--- src/rtl/cpu_ctrl_pkg.sv ---
// Shared types for the hardwired CPU sequencer: opcodes, T-step state and the control word.
// Instruction length lookup lives here so the top and any checker agree on it.
package cpu_ctrl_pkg;

  localparam logic [4:0] OP_LD   = 5'b00000;
  localparam logic [4:0] OP_LDI  = 5'b00001;
  localparam logic [4:0] OP_ST   = 5'b00010;
  localparam logic [4:0] OP_ADD  = 5'b00011;
  localparam logic [4:0] OP_SUB  = 5'b00100;
  localparam logic [4:0] OP_AND  = 5'b00101;
  localparam logic [4:0] OP_OR   = 5'b00110;
  localparam logic [4:0] OP_SHR  = 5'b00111;
  localparam logic [4:0] OP_SHL  = 5'b01000;
  localparam logic [4:0] OP_ROR  = 5'b01001;
  localparam logic [4:0] OP_ROL  = 5'b01010;
  localparam logic [4:0] OP_ADDI = 5'b01011;
  localparam logic [4:0] OP_ANDI = 5'b01100;
  localparam logic [4:0] OP_ORI  = 5'b01101;
  localparam logic [4:0] OP_MUL  = 5'b01110;
  localparam logic [4:0] OP_DIV  = 5'b01111;
  localparam logic [4:0] OP_NEG  = 5'b10000;
  localparam logic [4:0] OP_NOT  = 5'b10001;
  localparam logic [4:0] OP_BR   = 5'b10010;
  localparam logic [4:0] OP_JR   = 5'b10011;
  localparam logic [4:0] OP_JAL  = 5'b10100;
  localparam logic [4:0] OP_IN   = 5'b10101;
  localparam logic [4:0] OP_OUT  = 5'b10110;
  localparam logic [4:0] OP_MFHI = 5'b10111;
  localparam logic [4:0] OP_MFLO = 5'b11000;
  localparam logic [4:0] OP_NOP  = 5'b11001;
  localparam logic [4:0] OP_HALT = 5'b11010;

  // HALTED encodes as 0xF so the debug step output can show the state directly.
  typedef enum logic [3:0] {
    T0 = 4'd0, T1 = 4'd1, T2 = 4'd2, T3 = 4'd3,
    T4 = 4'd4, T5 = 4'd5, T6 = 4'd6, T7 = 4'd7,
    HALTED = 4'hF
  } state_t;

  typedef struct packed {
    logic pc_out, zlo_out, zhi_out, mdr_out, hi_out, lo_out, c_out, inport_out, ba_out, r_out;
    logic pc_enable, pc_increment, ir_enable, mar_enable, mdr_enable, mdr_read, y_enable;
    logic zlo_enable, zhi_enable, hi_enable, lo_enable, r_in, con_enable, outport_enable, ram_enable;
    logic gra, grb, grc, link_in;
  } ctrl_word_t;

  function automatic state_t last_step(input logic [4:0] op);
    case (op)
      OP_LD, OP_ST:                                 return T7;
      OP_MUL, OP_DIV, OP_BR:                        return T6;
      OP_ADD, OP_SUB, OP_AND, OP_OR, OP_SHR, OP_SHL,
      OP_ROR, OP_ROL, OP_ADDI, OP_ANDI, OP_ORI,
      OP_LDI:                                       return T5;
      OP_NEG, OP_NOT, OP_JAL:                       return T4;
      default:                                      return T3;
    endcase
  endfunction

endpackage

--- src/rtl/control_unit_if.sv ---
// Sequencer <-> datapath bundle: opcode/flags in, one-hot strobes and run/step out.
// step_in exists only when CTRL_SINGLE_STEP_EN is defined.
interface control_unit_if #(parameter int STEP_W = 4);
  logic [4:0] opcode;
  logic con_out, stop;
`ifdef CTRL_SINGLE_STEP_EN
  logic step_in;
`endif
  logic pc_out, zlo_out, zhi_out, mdr_out, hi_out, lo_out, c_out, inport_out, ba_out, r_out;
  logic pc_enable, pc_increment, ir_enable, mar_enable, mdr_enable, mdr_read, y_enable;
  logic zlo_enable, zhi_enable, hi_enable, lo_enable, r_in, con_enable, outport_enable, ram_enable;
  logic gra, grb, grc, link_in, run;
  logic [STEP_W-1:0] step;

  modport master (
`ifdef CTRL_SINGLE_STEP_EN
    input step_in,
`endif
    input opcode, con_out, stop,
    output pc_out, zlo_out, zhi_out, mdr_out, hi_out, lo_out, c_out, inport_out, ba_out, r_out,
    output pc_enable, pc_increment, ir_enable, mar_enable, mdr_enable, mdr_read, y_enable,
    output zlo_enable, zhi_enable, hi_enable, lo_enable, r_in, con_enable, outport_enable, ram_enable,
    output gra, grb, grc, link_in, run, step
  );

  modport slave (
`ifdef CTRL_SINGLE_STEP_EN
    output step_in,
`endif
    output opcode, con_out, stop,
    input pc_out, zlo_out, zhi_out, mdr_out, hi_out, lo_out, c_out, inport_out, ba_out, r_out,
    input pc_enable, pc_increment, ir_enable, mar_enable, mdr_enable, mdr_read, y_enable,
    input zlo_enable, zhi_enable, hi_enable, lo_enable, r_in, con_enable, outport_enable, ram_enable,
    input gra, grb, grc, link_in, run, step
  );
endinterface

--- src/rtl/ctrl_decode.sv ---
// Combinational strobe decode from (T-step, opcode, con_out); HALTED yields an all-zero word.
module ctrl_decode
  import cpu_ctrl_pkg::*;
(
  input  state_t     state_i,
  input  logic [4:0] opcode_i,
  input  logic       con_out_i,
  output ctrl_word_t cw_o
);
  logic is_alu, is_imm, is_ldi, is_mem, is_st, is_neg, is_md;

  assign is_alu = opcode_i inside {OP_ADD, OP_SUB, OP_AND, OP_OR, OP_SHR, OP_SHL, OP_ROR, OP_ROL};
  assign is_imm = opcode_i inside {OP_ADDI, OP_ANDI, OP_ORI};
  assign is_ldi = (opcode_i == OP_LDI);
  assign is_mem = opcode_i inside {OP_LD, OP_ST};
  assign is_st  = (opcode_i == OP_ST);
  assign is_neg = opcode_i inside {OP_NEG, OP_NOT};
  assign is_md  = opcode_i inside {OP_MUL, OP_DIV};

  always_comb begin
    cw_o = '0;
    case (state_i)
      T0: begin cw_o.pc_out = 1'b1; cw_o.mar_enable = 1'b1; cw_o.pc_increment = 1'b1; end
      T1: begin cw_o.mdr_read = 1'b1; cw_o.mdr_enable = 1'b1; end
      T2: begin cw_o.mdr_out = 1'b1; cw_o.ir_enable = 1'b1; end
      T3: begin
        if (is_alu || is_imm) begin
          cw_o.grb = 1'b1; cw_o.r_out = 1'b1; cw_o.y_enable = 1'b1;
        end else if (is_ldi || is_mem) begin
          cw_o.grb = 1'b1; cw_o.r_out = 1'b1; cw_o.ba_out = 1'b1; cw_o.y_enable = 1'b1;
        end else if (is_neg) begin
          cw_o.grb = 1'b1; cw_o.r_out = 1'b1; cw_o.zlo_enable = 1'b1;
        end else if (is_md) begin
          cw_o.gra = 1'b1; cw_o.r_out = 1'b1; cw_o.y_enable = 1'b1;
        end else begin
          case (opcode_i)
            OP_BR:   begin cw_o.gra = 1'b1; cw_o.r_out = 1'b1; cw_o.con_enable = 1'b1; end
            OP_JR:   begin cw_o.gra = 1'b1; cw_o.r_out = 1'b1; cw_o.pc_enable = 1'b1; end
            OP_JAL:  begin cw_o.pc_out = 1'b1; cw_o.link_in = 1'b1; end
            OP_IN:   begin cw_o.inport_out = 1'b1; cw_o.gra = 1'b1; cw_o.r_in = 1'b1; end
            OP_OUT:  begin cw_o.gra = 1'b1; cw_o.r_out = 1'b1; cw_o.outport_enable = 1'b1; end
            OP_MFHI: begin cw_o.hi_out = 1'b1; cw_o.gra = 1'b1; cw_o.r_in = 1'b1; end
            OP_MFLO: begin cw_o.lo_out = 1'b1; cw_o.gra = 1'b1; cw_o.r_in = 1'b1; end
            default: ;
          endcase
        end
      end
      T4: begin
        if (is_alu) begin
          cw_o.grc = 1'b1; cw_o.r_out = 1'b1; cw_o.zlo_enable = 1'b1;
        end else if (is_imm || is_ldi || is_mem) begin
          cw_o.c_out = 1'b1; cw_o.zlo_enable = 1'b1;
        end else if (is_neg) begin
          cw_o.zlo_out = 1'b1; cw_o.gra = 1'b1; cw_o.r_in = 1'b1;
        end else if (is_md) begin
          cw_o.grb = 1'b1; cw_o.r_out = 1'b1; cw_o.zlo_enable = 1'b1; cw_o.zhi_enable = 1'b1;
        end else if (opcode_i == OP_BR) begin
          cw_o.pc_out = 1'b1; cw_o.y_enable = 1'b1;
        end else if (opcode_i == OP_JAL) begin
          cw_o.gra = 1'b1; cw_o.r_out = 1'b1; cw_o.pc_enable = 1'b1;
        end
      end
      T5: begin
        if (is_alu || is_imm || is_ldi) begin
          cw_o.zlo_out = 1'b1; cw_o.gra = 1'b1; cw_o.r_in = 1'b1;
        end else if (is_mem) begin
          cw_o.zlo_out = 1'b1; cw_o.mar_enable = 1'b1;
        end else if (is_md) begin
          cw_o.zlo_out = 1'b1; cw_o.lo_enable = 1'b1;
        end else if (opcode_i == OP_BR) begin
          cw_o.c_out = 1'b1; cw_o.zlo_enable = 1'b1;
        end
      end
      T6: begin
        if (is_st) begin
          cw_o.gra = 1'b1; cw_o.r_out = 1'b1; cw_o.mdr_enable = 1'b1;
        end else if (is_mem) begin
          cw_o.mdr_read = 1'b1; cw_o.mdr_enable = 1'b1;
        end else if (is_md) begin
          cw_o.zhi_out = 1'b1; cw_o.hi_enable = 1'b1;
        end else if (opcode_i == OP_BR) begin
          // The CON FF was loaded in T3, so the branch decision is taken live here.
          cw_o.zlo_out = 1'b1; cw_o.pc_enable = con_out_i;
        end
      end
      T7: begin
        if (is_st) begin
          cw_o.ram_enable = 1'b1;
        end else if (is_mem) begin
          cw_o.mdr_out = 1'b1; cw_o.gra = 1'b1; cw_o.r_in = 1'b1;
        end
      end
      default: ;
    endcase
  end
endmodule

--- src/rtl/control_unit.sv ---
// Hardwired CPU sequencer: T-step state register, run/halt, clr masking and strobe fan-out.
// Optional CTRL_SINGLE_STEP_EN: park in T0 after each instruction until a step_in rising edge.
module control_unit
  import cpu_ctrl_pkg::*;
#(
  parameter int STEP_W = 4
) (
  input logic            clk,
  input logic            clr,
  control_unit_if.master bus
);
  state_t     state_q;
  ctrl_word_t cw, cw_m;
  logic       at_last, idle;

  assign at_last = (state_q == last_step(bus.opcode));

`ifdef CTRL_SINGLE_STEP_EN
  logic wait_q, step_in_q, step_rise;
  assign step_rise = bus.step_in & ~step_in_q;
  assign idle      = wait_q;
`else
  assign idle      = 1'b0;
`endif

  always_ff @(posedge clk) begin
    if (clr) begin
      state_q <= T0;
`ifdef CTRL_SINGLE_STEP_EN
      wait_q    <= 1'b0;
      step_in_q <= bus.step_in;
`endif
    end else begin
`ifdef CTRL_SINGLE_STEP_EN
      step_in_q <= bus.step_in;
`endif
      if (state_q == HALTED) begin
        state_q <= HALTED;
`ifdef CTRL_SINGLE_STEP_EN
      end else if (wait_q) begin
        if (bus.stop) state_q <= HALTED;
        else if (step_rise) wait_q <= 1'b0;
`endif
      end else if (state_q == T3 && bus.opcode == OP_HALT) begin
        state_q <= HALTED;
      end else if (at_last) begin
        if (bus.stop) begin
          state_q <= HALTED;
        end else begin
          state_q <= T0;
`ifdef CTRL_SINGLE_STEP_EN
          wait_q  <= 1'b1;
`endif
        end
      end else begin
        state_q <= state_t'(state_q + 4'd1);
      end
    end
  end

  ctrl_decode u_decode (
    .state_i   (state_q),
    .opcode_i  (bus.opcode),
    .con_out_i (bus.con_out),
    .cw_o      (cw)
  );

  // clr and the single-step wait both silence the datapath without touching the decode.
  assign cw_m     = (clr || idle) ? '0 : cw;
  assign bus.run  = (state_q != HALTED) && !idle;
  assign bus.step = clr ? '0 : STEP_W'(state_q);

  assign bus.pc_out         = cw_m.pc_out;
  assign bus.zlo_out        = cw_m.zlo_out;
  assign bus.zhi_out        = cw_m.zhi_out;
  assign bus.mdr_out        = cw_m.mdr_out;
  assign bus.hi_out         = cw_m.hi_out;
  assign bus.lo_out         = cw_m.lo_out;
  assign bus.c_out          = cw_m.c_out;
  assign bus.inport_out     = cw_m.inport_out;
  assign bus.ba_out         = cw_m.ba_out;
  assign bus.r_out          = cw_m.r_out;
  assign bus.pc_enable      = cw_m.pc_enable;
  assign bus.pc_increment   = cw_m.pc_increment;
  assign bus.ir_enable      = cw_m.ir_enable;
  assign bus.mar_enable     = cw_m.mar_enable;
  assign bus.mdr_enable     = cw_m.mdr_enable;
  assign bus.mdr_read       = cw_m.mdr_read;
  assign bus.y_enable       = cw_m.y_enable;
  assign bus.zlo_enable     = cw_m.zlo_enable;
  assign bus.zhi_enable     = cw_m.zhi_enable;
  assign bus.hi_enable      = cw_m.hi_enable;
  assign bus.lo_enable      = cw_m.lo_enable;
  assign bus.r_in           = cw_m.r_in;
  assign bus.con_enable     = cw_m.con_enable;
  assign bus.outport_enable = cw_m.outport_enable;
  assign bus.ram_enable     = cw_m.ram_enable;
  assign bus.gra            = cw_m.gra;
  assign bus.grb            = cw_m.grb;
  assign bus.grc            = cw_m.grc;
  assign bus.link_in        = cw_m.link_in;
endmodule

--- src/flat_wrapper.sv ---
// flat-port wrapper written by rule: the top's interface ports become plain ports
module control_unit_flat import cpu_ctrl_pkg::*;
#(
  parameter int STEP_W = 4
)
  (clk, clr, bus_opcode, bus_con_out, bus_stop, bus_pc_out, bus_zlo_out, bus_zhi_out, bus_mdr_out, bus_hi_out, bus_lo_out, bus_c_out, bus_inport_out, bus_ba_out, bus_r_out, bus_pc_enable, bus_pc_increment, bus_ir_enable, bus_mar_enable, bus_mdr_enable, bus_mdr_read, bus_y_enable, bus_zlo_enable, bus_zhi_enable, bus_hi_enable, bus_lo_enable, bus_r_in, bus_con_enable, bus_outport_enable, bus_ram_enable, bus_gra, bus_grb, bus_grc, bus_link_in, bus_run, bus_step);
  control_unit_if #(.STEP_W(STEP_W)) bus_i ();
  input logic clk;
  input logic clr;
  input wire logic [$bits(bus_i.opcode)-1:0] bus_opcode;
  input wire logic [$bits(bus_i.con_out)-1:0] bus_con_out;
  input wire logic [$bits(bus_i.stop)-1:0] bus_stop;
  output wire logic [$bits(bus_i.pc_out)-1:0] bus_pc_out;
  output wire logic [$bits(bus_i.zlo_out)-1:0] bus_zlo_out;
  output wire logic [$bits(bus_i.zhi_out)-1:0] bus_zhi_out;
  output wire logic [$bits(bus_i.mdr_out)-1:0] bus_mdr_out;
  output wire logic [$bits(bus_i.hi_out)-1:0] bus_hi_out;
  output wire logic [$bits(bus_i.lo_out)-1:0] bus_lo_out;
  output wire logic [$bits(bus_i.c_out)-1:0] bus_c_out;
  output wire logic [$bits(bus_i.inport_out)-1:0] bus_inport_out;
  output wire logic [$bits(bus_i.ba_out)-1:0] bus_ba_out;
  output wire logic [$bits(bus_i.r_out)-1:0] bus_r_out;
  output wire logic [$bits(bus_i.pc_enable)-1:0] bus_pc_enable;
  output wire logic [$bits(bus_i.pc_increment)-1:0] bus_pc_increment;
  output wire logic [$bits(bus_i.ir_enable)-1:0] bus_ir_enable;
  output wire logic [$bits(bus_i.mar_enable)-1:0] bus_mar_enable;
  output wire logic [$bits(bus_i.mdr_enable)-1:0] bus_mdr_enable;
  output wire logic [$bits(bus_i.mdr_read)-1:0] bus_mdr_read;
  output wire logic [$bits(bus_i.y_enable)-1:0] bus_y_enable;
  output wire logic [$bits(bus_i.zlo_enable)-1:0] bus_zlo_enable;
  output wire logic [$bits(bus_i.zhi_enable)-1:0] bus_zhi_enable;
  output wire logic [$bits(bus_i.hi_enable)-1:0] bus_hi_enable;
  output wire logic [$bits(bus_i.lo_enable)-1:0] bus_lo_enable;
  output wire logic [$bits(bus_i.r_in)-1:0] bus_r_in;
  output wire logic [$bits(bus_i.con_enable)-1:0] bus_con_enable;
  output wire logic [$bits(bus_i.outport_enable)-1:0] bus_outport_enable;
  output wire logic [$bits(bus_i.ram_enable)-1:0] bus_ram_enable;
  output wire logic [$bits(bus_i.gra)-1:0] bus_gra;
  output wire logic [$bits(bus_i.grb)-1:0] bus_grb;
  output wire logic [$bits(bus_i.grc)-1:0] bus_grc;
  output wire logic [$bits(bus_i.link_in)-1:0] bus_link_in;
  output wire logic [$bits(bus_i.run)-1:0] bus_run;
  output wire logic [$bits(bus_i.step)-1:0] bus_step;
  assign bus_i.opcode = bus_opcode;
  assign bus_i.con_out = bus_con_out;
  assign bus_i.stop = bus_stop;
  assign bus_pc_out = bus_i.pc_out;
  assign bus_zlo_out = bus_i.zlo_out;
  assign bus_zhi_out = bus_i.zhi_out;
  assign bus_mdr_out = bus_i.mdr_out;
  assign bus_hi_out = bus_i.hi_out;
  assign bus_lo_out = bus_i.lo_out;
  assign bus_c_out = bus_i.c_out;
  assign bus_inport_out = bus_i.inport_out;
  assign bus_ba_out = bus_i.ba_out;
  assign bus_r_out = bus_i.r_out;
  assign bus_pc_enable = bus_i.pc_enable;
  assign bus_pc_increment = bus_i.pc_increment;
  assign bus_ir_enable = bus_i.ir_enable;
  assign bus_mar_enable = bus_i.mar_enable;
  assign bus_mdr_enable = bus_i.mdr_enable;
  assign bus_mdr_read = bus_i.mdr_read;
  assign bus_y_enable = bus_i.y_enable;
  assign bus_zlo_enable = bus_i.zlo_enable;
  assign bus_zhi_enable = bus_i.zhi_enable;
  assign bus_hi_enable = bus_i.hi_enable;
  assign bus_lo_enable = bus_i.lo_enable;
  assign bus_r_in = bus_i.r_in;
  assign bus_con_enable = bus_i.con_enable;
  assign bus_outport_enable = bus_i.outport_enable;
  assign bus_ram_enable = bus_i.ram_enable;
  assign bus_gra = bus_i.gra;
  assign bus_grb = bus_i.grb;
  assign bus_grc = bus_i.grc;
  assign bus_link_in = bus_i.link_in;
  assign bus_run = bus_i.run;
  assign bus_step = bus_i.step;
  control_unit #(.STEP_W(STEP_W)) u_core (.clk(clk), .clr(clr), .bus(bus_i));
endmodule
--- config.mk ---
export PLATFORM = sky130hd
export DESIGN_NAME = control_unit_flat
export DESIGN_NICKNAME = d
export VERILOG_FILES = /design/src/rtl/cpu_ctrl_pkg.sv /design/src/rtl/control_unit_if.sv /design/src/rtl/ctrl_decode.sv /design/src/rtl/control_unit.sv /design/src/flat_wrapper.sv
export SDC_FILE = /design/constraint.sdc
export NUM_CORES = 1
export LEC_CHECK = 0
export CORE_MARGIN = 1
export CORE_UTILIZATION = 49
export DETAILED_ROUTE_END_ITERATION = 10
export PLACE_DENSITY = 0.87
export SYNTH_ARGS = -nofsm -noshare
export SYNTH_HDL_FRONTEND = slang
export SYNTH_HIERARCHICAL = 1
export SYNTH_SLANG_ARGS = --single-unit
--- constraint.sdc ---
create_clock -name clk -period 5.9 [get_ports clk]
set_input_delay 1.18 -clock clk [delete_from_list [all_inputs] [get_ports clk]]
set_output_delay 1.18 -clock clk [all_outputs]
set_load 0.05 [all_outputs]
# After elaboration in Yosys (flattened, before gate mapping)
# Memories as Yosys holds them, arrays and structs flattened.
# Index checks and enable logic that the tools add are counted.
[totals]
regBits = 4
rom_bits = 96
inputBits = 9
output_inout_bits = 34
word_cells = 183
n_memories = 1
[op_classes]
n_addsub = 1
n_eq_ne = 35
mux = 129
reduce_logical = 16
[mem_list]
columns = ["name", "depth", "word_bits", "read_ports", "rd_ports_with_merged_regs", "write_ports", "line", "rtl"]
rows = [
  ["(name not given)", 32, 3, 1, 0, 0, "cpu_ctrl_pkg.sv:48", "case (op)"],
]
[op_table]
columns = ["operator", "count"]
rows = [
  ["$mux 1", 86],
  ["$eq 5x5->1 const B", 10],
  ["$eq 5x4->1 const B", 8],
  ["$mux 2", 20],
  ["$mux 29", 1],
  ["$eq 5x3->1 const B", 4],
  ["$mux 4", 5],
  ["$eq 4x3->1 const B", 4],
  ["$mux 3", 5],
  ["$eq 5x2->1 const B", 2],
  ["$pmux 1 s2", 5],
  ["$pmux 1 s3", 3],
  ["$eq 4x2->1 const B", 2],
  ["$reduce_bool 8->1", 1],
  ["$pmux 2 s3", 1],
  ["$reduce_bool 2->1", 3],
  ["$reduce_or 3->1", 2],
  ["$reduce_or 6->1", 1],
  ["$eq 5x1->1 const B", 1],
  ["$logic_not 5->1", 1],
  ["$logic_or 1x1->1", 5],
  ["$pmux 1 s5", 1],
  ["$add 4x1->4 const B", 1],
  ["$eq 4x1->1 const B", 1],
  ["other kinds (8)", 8],
]

# Logic depth before layout (Yosys ltp)
[logic_depth]
depth_word = 9
ltp_mapped = 7
mapped_depth_nobuf = 5

# Cells and area by module
# The synthesis kept the hierarchy.
[modules_own_cells]
columns = ["mod", "instances", "cells_per_inst", "area_per_inst_um2", "seq_area_each_um2"]
rows = [
  ["ctrl_decode", 1, 101, 619.3, 0.0],
  ["control_unit", 1, 73, 571.8, 80.1],
]

# Least setup slack after synthesis
# OpenSTA, ideal clock, no wires.
[synth_timing]
path_kind = "in2out"
startpoint = "input port bus_opcode[4]"
endpoint = "output port bus_gra"
t_arrival_ns = 2.931
required_time_ns = 4.720
setup_slack_ns = 1.789
path_stages = 6
path_buffers = 1
path_cell_list = "buf_6 -> or4_4 -> nor4_4 -> a31oi_1 -> nand4b_1 -> nor2b_1"
[synth_lines]
columns = ["element", "line", "rtl"]
rows = [
  ["start: declaration", "flat_wrapper.sv:10", "input wire logic [$bits(bus_i.opcode)-1:0] bus_opcode;"],
  ["end: declaration", "flat_wrapper.sv:38", "output wire logic [$bits(bus_i.gra)-1:0] bus_gra;"],
]

==> flow_metrics.py <==
metrics = {
    "run_status": {
        "status": "complete, no violations",
    },
    "timing": {
        "finClkSkew_ns": 0.003178,
        "slew_headroom_pct": 24.18,
        "fmaxAchievable_mhz": 189.5,
        "finalCritPeriodShare_pct": 89.43,
        "setup_tns_ns": 0,
        "hold_viol": 0,
        "slew_viol_final": 0,
        "rsz0062_at_grt": "false",
        "setup_viol": 0,
        "tightest_slew_ns": 1.134,
        "period_needed_ns": 5.276,
    },
    "synth": {
        "synth_xor_xnor_area_share_pct": 3.676,
        "synth.distinct_cells": 57,
        "syn-instance-count": 174,
        "synth_top_family_by_area": "simple AND/OR/NAND/NOR gates",
        "async_flop_share_pct": 0,
        "synth_compound_area_share_pct": 20.27,
        "syn_area_per_cell_sq_um": 6.846,
        "synth.yosys.warnings": 6,
        "synthFlopType": "dfxtp_1",
        "ys_seq_area_share_pct": 6.723,
        "netlist_area_sq_um": 1191,
        "synth-simple-area-share_pct": 57.56,
        "synth_top_area_share_pct": 18.38,
        "muxShareOfSynthArea_pct": 0.8403,
        "synth_edf_count": 0,
        "synth_adder_area_share_pct": 1.996,
        "synth_fp_nets": 184,
        "post-synth-top-area-cell": "nor2b_1",
        "yosys_register_bits": 4,
        "yosys-top-cells-area": "nor2b_1 (18%), dfxtp_1 (6.7%), nor2_1 (4.7%), nand2_1 (4.1%), nand3_1 (3.8%)",
    },
    "power": {
        "pwr-share-comb_pct": 68.0,
        "power_switching_w": 0.0001514,
        "seqPwrFrac_pct": 20.8,
        "power_frac_clock_pct": 11.2,
        "vdd_drop_max_uv": 167.3,
        "cellLeakagePower_nw": 0.5561,
        "p_per_area_nw_per_um2": 179.5,
        "switching_share_pct": 52.61,
        "power.internal_w": 0.0001364,
    },
    "placement": {
        "post-dp-hpwl_microns": 2375,
        "portBuffers": 42,
        "dp.cells": 232,
        "place_congestion": 0.8902,
    },
    "critical_path": {
        "required_ns": 4.72,
        "arrival_ns": 4.10,
        "path_class": "input port to primary output",
        "crit_fanout": 20,
        "cp-end-kind": "primary output",
        "setup.worst_path.start_class": "input port",
    },
    "finish": {
        "drive_gt1_share_pct": 6.763,
        "largestRegisters": "u_core/state_q x4",
        "nets": 219,
        "regMostFlops": "u_core/state_q",
        "largest_reg_flops": 4,
        "final_cell_mix": "clkdlybuf4s50_1 (42), nor2b_1 (35), nor2_1 (15)",
        "antenna_cells": 0,
        "nFillCells": 214,
        "final_common_cell": "clkdlybuf4s50_1",
        "area_growth_pct": 34.66,
        "final-instance-count-excl-fill": 235,
    },
    "clock_tree": {
        "hold_buffers": 0,
        "cts_root_buf": "clkbuf_4",
        "cts_tree": "built",
        "path_clk_slew_ns": 0.04,
        "cts_setup_buffers": 0,
        "clock_sinks": 4,
        "clockBufferDepth": 2,
        "cts_resized": 0,
        "clock_latency_ns": 0.22,
        "cts-buffers-inserted": 3,
        "cts-htree-levels": 1,
    },
    "drt": {
        "drc": 0,
        "wl_microns": 3188,
        "wire_per_inst_microns": 13.57,
        "ant_nets": 0,
        "drt-initial-drc-count": 47,
        "vias": 1403,
        "drt-vias-per-instance": 5.970,
        "first_pass_iters": 4,
    },
    "global_routing": {
        "gr-total-overflow": 0,
        "globalRouteTotalUtil_pct": 24.52,
        "first_global_vias": 1214,
        "grt_max_degree": 38,
        "antenna_found_initial": 0,
        "grt_pass1_wl_microns": 5154,
    },
    "floorplanning": {
        "ioPinCount": 43,
        "start_util_pct": 52.83,
        "core_area_sq_um": 2255,
        "fp-row-count": 17,
        "dieArea_sq_um": 2632,
        "fp.dieH_microns": 51.31,
        "die_w_microns": 51.31,
    },
    "worst_hold_path": {
        "hp-class": "flip-flop to flip-flop",
    },
    "job": {
        "cap_violations": 0,
    },
}
power by group through the flow:
stage               registers (W)  logic (W)  clock network (W)
detailed placement      0.0000595   0.000195                  0
finish                  0.0000599   0.000196          0.0000322
global route            0.0000618   0.000208          0.0000355
floorplan               0.0000400   0.000164                  0
CTS                     0.0000589   0.000195          0.0000330
global placement        0.0000582   0.000189                  0
path summary, 6_finish.rpt:
check	start	endpoint	slack, ns	cells after the start
max	bus_opcode[4]	bus_pc_out	0.62	7
min	u_core/state_q[0]	u_core/state_q[0]	0.81	1
max reg2reg	u_core/state_q[3]	u_core/state_q[2]	3.98	5
min reg2reg	u_core/state_q[0]	u_core/state_q[0]	0.81	1
logic make-up after synthesis:
logic type,after synthesis
AO/OA/AOI/OAI,31
XOR/XNOR,5
adder cells (fa/ha/maj),2
buffers and inverters,20
flip-flops,4
multiplexers,1
AND/OR/NAND/NOR,111
cell usage after synthesis (all sizes together), types with 3 or more instances:
| master | count |
|---|---|
| o22ai | 3 |
| nand3 | 9 |
| inv | 5 |
| nor2 | 15 |
| nor3 | 4 |
| dfxtp | 4 |
| o21ai | 4 |
| nor4 | 6 |
| or3 | 3 |
| xnor2 | 4 |
| buf | 12 |
| a311oi | 4 |
| a22oi | 3 |
| nor3b | 3 |
| a21o | 3 |
| nor2b | 35 |
| nand2 | 13 |
| clkbuf | 3 |
| a31oi | 3 |
routing by layer:
layer  global-route usage, %  wire, microns  vias to the layer above
met5                       0              0                        -
met4                   5.405              0                        0
met3                  0.8929            195                        0
met2                   45.83           1625                       60
met1                   30.69           1368                      642
li1                        -              -                      701
worst max-delay path, stage by stage:
cell,delay [ns]
clkdlybuf4s50_1,0.86
nor3b_1,0.61
nand2_1,0.21
nor2_1,0.17
or3b_1,0.12
nor2b_1,0.11
clkdlybuf4s50_1,0.83
final cells by class:
class                      count  area [sq um]  area share, %
inverter                       5         18.77          1.170
timing repair buffer          45         442.9          27.61
clock buffer                   3         22.52          1.404
tap                           28         35.03          2.184
sequential                     4         80.08          4.992
multi-input combinational    150          1005          62.64
through the flow:
step | util, % | hold slack, ns | setup WS (ns) | power [W] | cell area (sq um)
finish | 71.14 | 0.8062 | 0.6238 | 0.0002879 | 1604
global route | 71.14 | 0.8835 | 0.4463 | 0.0003053 | 1604
CTS | 71.14 | 0.8088 | 0.6637 | 0.0002868 | 1604
detailed placement | 70.14 | 0.8045 | 0.6411 | 0.0002542 | 1582
global placement | 70.14 | 0.7810 | 0.7901 | 0.0002477 | 1582
floorplan | - | 0.5454 | 1.790 | 0.0002043 | 1191
Power figures use the tool's default switching activity.
